**config.mk**
```make
export PLATFORM = sky130hd
export DESIGN_NAME = alu_accumulator
export DESIGN_NICKNAME = d
export VERILOG_FILES = /design/src/rtl/alu_accumulator.sv
export SDC_FILE = /design/constraint.sdc
export NUM_CORES = 1
export LEC_CHECK = 0
export CAP_MARGIN = 0
export CORE_UTILIZATION = 56
export DETAILED_ROUTE_END_ITERATION = 12
export DONT_BUFFER_PORTS = 1
export GPL_ROUTABILITY_DRIVEN = 0
export PLACE_DENSITY = 0.77
export SKIP_CTS_REPAIR_TIMING = 1
export SLEW_MARGIN = 15
export SYNTH_ARGS = -nofsm -noshare
export SYNTH_HDL_FRONTEND = slang
export SYNTH_SLANG_ARGS = --single-unit
```
**constraint.sdc**
```tcl
create_clock -name clk -period 1.35 [get_ports clk]
set_input_delay 0.135 -clock clk [delete_from_list [all_inputs] [get_ports clk]]
set_output_delay 0.135 -clock clk [all_outputs]
set_load 0.01 [all_outputs]
```
**src/rtl/alu_accumulator.sv**
```systemverilog
// ---------------------------------------------------------------------------
// alu_accumulator
//
// Purpose:
//   Sequential accumulator stage around an external combinational adder.
//   Takes one command (op + operand) over a valid/ready handshake, runs it
//   against the accumulator using the adder, then presents the new
//   accumulator value and flags on a second valid/ready handshake.
//   The flow is IDLE -> EXEC -> DONE -> IDLE, so each command takes at
//   least three cycles.
//
// Ports:
//   clk         system clock, all state on rising edge
//   rst         asynchronous, active-high reset
//   in_valid    command valid
//   in_ready    command accepted when high (IDLE only)
//   in_op       00 LOAD, 01 ADD, 10 SUB, 11 CLEAR
//   in_operand  command operand (ignored for CLEAR)
//   add_a       adder operand a (always the accumulator)
//   add_b       adder operand b (operand, or its two's complement for SUB)
//   add_result  adder sum, combinational from add_a/add_b
//   out_valid   result valid (DONE only)
//   out_ready   consumer accepts result
//   acc         accumulator value
//   carry       ADD: unsigned carry-out; SUB: borrow
//   zero        acc == 0
//
// Build option:
//   ALU_ACC_SAT_EN  when defined, ADD overflow saturates acc to all-ones and
//                   SUB borrow saturates acc to zero. When undefined,
//                   arithmetic wraps modulo 2^WIDTH.
// ---------------------------------------------------------------------------
module alu_accumulator #(
    parameter int WIDTH = 8
) (
    input  logic             clk,
    input  logic             rst,
    input  logic             in_valid,
    output logic             in_ready,
    input  logic [1:0]       in_op,
    input  logic [WIDTH-1:0] in_operand,
    output logic [WIDTH-1:0] add_a,
    output logic [WIDTH-1:0] add_b,
    input  logic [WIDTH-1:0] add_result,
    output logic             out_valid,
    input  logic             out_ready,
    output logic [WIDTH-1:0] acc,
    output logic             carry,
    output logic             zero
);

    localparam logic [1:0] OP_LOAD  = 2'b00;
    localparam logic [1:0] OP_ADD   = 2'b01;
    localparam logic [1:0] OP_SUB   = 2'b10;
    localparam logic [1:0] OP_CLEAR = 2'b11;

    localparam logic [WIDTH-1:0] ONE = WIDTH'(1);

    typedef enum logic [1:0] {
        S_IDLE = 2'b00,
        S_EXEC = 2'b01,
        S_DONE = 2'b10
    } state_t;

    state_t           state_reg;
    state_t           state_next;
    logic [1:0]       op_reg;
    logic [WIDTH-1:0] operand_reg;
    logic [WIDTH-1:0] acc_reg;
    logic [WIDTH-1:0] acc_next;
    logic             carry_reg;
    logic             carry_next;
    logic             zero_reg;
    logic             zero_next;
    logic             accept;

    assign accept = in_valid && in_ready;

    // ---------------- FSM: state register ----------------
    always_ff @(posedge clk or posedge rst) begin
        if (rst) begin
            state_reg <= S_IDLE;
        end else begin
            state_reg <= state_next;
        end
    end

    // ---------------- FSM: next-state logic ----------------
    always_comb begin
        state_next = state_reg;
        case (state_reg)
            S_IDLE:  if (accept) state_next = S_EXEC;
            S_EXEC:  state_next = S_DONE;
            S_DONE:  if (out_ready) state_next = S_IDLE;
            default: state_next = S_IDLE;
        endcase
    end

    // ---------------- FSM: outputs ----------------
    always_comb begin
        in_ready  = 1'b0;
        out_valid = 1'b0;
        case (state_reg)
            S_IDLE:  in_ready  = 1'b1;
            S_DONE:  out_valid = 1'b1;
            default: ;
        endcase
    end

    // ---------------- adder drive ----------------
    // Subtraction reuses the adder by feeding the two's complement of the
    // operand; SUB of 0 therefore adds 0 and leaves acc unchanged.
    assign add_a = acc_reg;
    assign add_b = (op_reg == OP_SUB) ? (~operand_reg + ONE) : operand_reg;

    // ---------------- execute-stage results ----------------
    always_comb begin
        acc_next   = acc_reg;
        carry_next = carry_reg;
        case (op_reg)
            OP_LOAD: begin
                acc_next   = operand_reg;
                carry_next = 1'b0;
            end
            OP_ADD: begin
                acc_next   = add_result;
                // Sum smaller than an addend only if it wrapped.
                carry_next = (add_result < acc_reg);
`ifdef ALU_ACC_SAT_EN
                if (carry_next) acc_next = '1;
`endif
            end
            OP_SUB: begin
                acc_next   = add_result;
                carry_next = (acc_reg < operand_reg);
`ifdef ALU_ACC_SAT_EN
                if (carry_next) acc_next = '0;
`endif
            end
            OP_CLEAR: begin
                acc_next   = '0;
                carry_next = 1'b0;
            end
            default: ;
        endcase
        zero_next = (acc_next == '0);
    end

    // ---------------- datapath registers ----------------
    always_ff @(posedge clk or posedge rst) begin
        if (rst) begin
            op_reg      <= OP_LOAD;
            operand_reg <= '0;
            acc_reg     <= '0;
            carry_reg   <= 1'b0;
            zero_reg    <= 1'b1;
        end else begin
            if (state_reg == S_IDLE && accept) begin
                op_reg      <= in_op;
                operand_reg <= in_operand;
            end
            // add_result is only trusted here, one cycle after the operands
            // were captured, so the adder has settled.
            if (state_reg == S_EXEC) begin
                acc_reg   <= acc_next;
                carry_reg <= carry_next;
                zero_reg  <= zero_next;
            end
        end
    end

    assign acc   = acc_reg;
    assign carry = carry_reg;
    assign zero  = zero_reg;

endmodule

```
==> impl_metrics.tcl <==
set metrics [dict create \
    status "finished, violations left" \
    drtIter0Drc 45 \
    clockRootBuffer "clkbuf_4" \
    insertion_delay_ns 0.32 \
    synth_top_family_by_area "compound AO/OA/AOI/OAI gates" \
    leakage_uw 0.001016 \
    crit_chain "or4_4 -> o31ai_4 -> xnor2_2" \
    ys_ff_latch 22 \
    grt_max_degree 23 \
    vias 1535 \
    synthCells 164 \
    antenna_found_initial 0 \
    drive_above_1_share_pct 39.81 \
    r2r_cells 8 \
    post_dp_cell_area_um2 1812 \
    grt_pass1_vias 1351 \
    synth_xor_area_share_pct 3.521 \
    dr.pass1.iters 4 \
    hold_class "in -> reg" \
    synth-compound-area-share_pct 23.05 \
    vias_per_cell 6.369 \
    skew_ns 0.008771 \
    rsz0062_at_grt "true" \
    ios 50 \
    syn_nets 204 \
    yosysWarnings 0 \
    peakVddDrop_mv 1.993 \
    area_growth_pct 45.85 \
    pre_cts_ws_ns -0.4383 \
    cts.sinks 22 \
    clockBufferDepth 2 \
    grt_pass1_wl_mm 6.037 \
    fin_crit_sh_pct 140.8 \
    coreArea_um2 2500 \
    antennaDiodeCount 0 \
    crit_path_start_kind "flop" \
    cp_slowest_cell "or4_4" \
    drcViolationCount 0 \
    htree_num_levels 1 \
    mostFrequentLayoutCells "39 x buf_4, 21 x dfrtp_1, 16 x inv_1" \
    rows 18 \
    final_common_cell "buf_4" \
    tightest_slew_ns 0.3791 \
    wl_per_cell_um 21.00 \
    utilization_pct 87.09 \
    synth-simple-area-share_pct 9.723 \
    worst-path-max-fanout 3 \
    dieArea_um2 2876 \
    crit_required_ns 1.22 \
    rr_startpoint "operand_reg[2]" \
    synth_edf_count 0 \
    finalWorstSetupSlack_ns -0.5503 \
    synthFlopType "dfrtp_1" \
    dp_hpwl_mm 3.109 \
    r2r_setup_slack_ns -0.38 \
    netlist_top_cells_area "dfrtp_1 35%, ha_1 15%, o21ai_0 5.4%, inv_1 5.3%, buf_4 4.5%" \
    die_h_um 53.63 \
    initial_core_util_pct 59.71 \
    avgSynthCellArea_um2 9.102 \
    violations "negative hold slack, negative setup slack" \
    yosysTopAreaCellShare_pct 35.21 \
    synth_area_um2 1493 \
    final-hold-violation-count 5 \
    wl_mm 5.062 \
    finalSetupViolations 17 \
    nets 252 \
    crit_type "reg -> out" \
    synth.area.mux_share_pct 0 \
    antenna_left 0 \
    max_freq_mhz 526.2 \
    die_w_um 53.63 \
    post-route-min-period_ns 1.900 \
    drv_cap 0 \
    endpoint "add_b[7]" \
    async_flop_share_pct 100.0 \
    maxSlewHeadroom_pct 74.07 \
    final_max_slew_viol_count 0 \
    clk_pin_slew_ns 0.14 \
    final_area_um2 2177 \
    arrival_ns 1.77 \
    portBuffers 0 \
    power_per_cell_area_nw_per_um2 2869 \
    grt_overflow_total 0 \
    synthAdderAreaFrac_pct 15.09 \
    cts_buffers 3 \
    cts_tree "done" \
    synth_cell_types 35 \
    seq_area_frac_synth_pct 36.97 \
    crit_path_max_incr_delay_ns 0.59 \
    reg2reg_to "carry" \
    holdWs_ns -0.01030 \
    grt_usage_pct 29.64 \
    startpoint "operand_reg[2]" \
    synth_area_leader_cell "dfrtp_1" \
    cp-end-kind "primary output" \
]
==> layout make-up <==
type | instances | area (µm²)
clock buffer | 4 | 26.28
tap | 30 | 37.54
multi-input combinational | 105 | 968.4
fill | 116 | 322.8
inverter | 21 | 81.33
timing repair buffer | 59 | 511.7
sequential | 22 | 551.8
==> Yosys cell counts (2+ instances only) <==
cell type	n
dfrtp_1	21
inv_1	21
ha_1	18
o21ai_0	16
nand2_1	15
a21oi_1	10
buf_4	9
a221oi_1	7
clkbuf_1	6
xnor2_1	6
nor2_1	3
o31ai_1	3
a2111oi_0	2
nand2b_1	2
nor2b_1	2
o21a_1	2
o21ai_1	2
or4_1	2
==> report_power, final <==
group,switching (µW),internal (µW)
Sequential,276,985
Clock,232,116
Combinational,2440,2200
==> cells by family (layout without fill, tap and decap cells) <==
group | count (synthesis) | count (layout)
buffers and inverters | 37 | 84
flip-flops | 22 | 22
adder cells (fa/ha/maj) | 18 | 18
XOR/XNOR | 6 | 6
AND/OR/NAND/NOR | 29 | 29
AO/OA/AOI/OAI | 52 | 52
==> worst max-delay path, delay by kind of cell (launching register included) <==
family	cells	cell delay, ns
flip-flops	1	0.44
XOR/XNOR	1	0.17
AND/OR/NAND/NOR	1	0.59
AO/OA/AOI/OAI	1	0.24
==> worst min-delay path by stage <==
stage | startpoint | endpoint | depth (start not counted)
6_report | in_op[1] | op_reg[1] | 2
5_1_grt | in_op[1] | op_reg[1] | 2
4_1_cts | rst | operand_reg[0] | 2
3_5_place_dp | rst | operand_reg[0] | 2
3_3_place_gp | rst | operand_reg[0] | 2
2_1_floorplan | rst | acc[0] | 1
==> routing by layer <==
layer  wire [µm]  vias to the layer above  share of wire [%]  track usage [%]
met5           0                        -                  0                0
met4         248                        0                4.9            11.84
met3         362                       25                7.2            4.520
met2        2500                       94                 49            55.42
met1        1950                      748                 39            33.16
li1            -                      668                  -                -
==> stage by stage <==
| stage | setup TNS, ns | hold slack (ns) | total power [µW] | instances |
|---|---|---|---|---|
| floorplan | -0.5341 | 0.1235 | 3514 | 164 |
| global placement | -2.426 | 0.07657 | 4561 | 217 |
| detailed placement | -4.011 | 0.08914 | 4765 | 217 |
| CTS | -6.839 | -0.2575 | 5102 | 221 |
| global route | -5.318 | -0.01486 | 6629 | 241 |
| finish | -4.693 | -0.01030 | 6245 | 241 |
No activity file was read; power rests on OpenSTA's default activity.
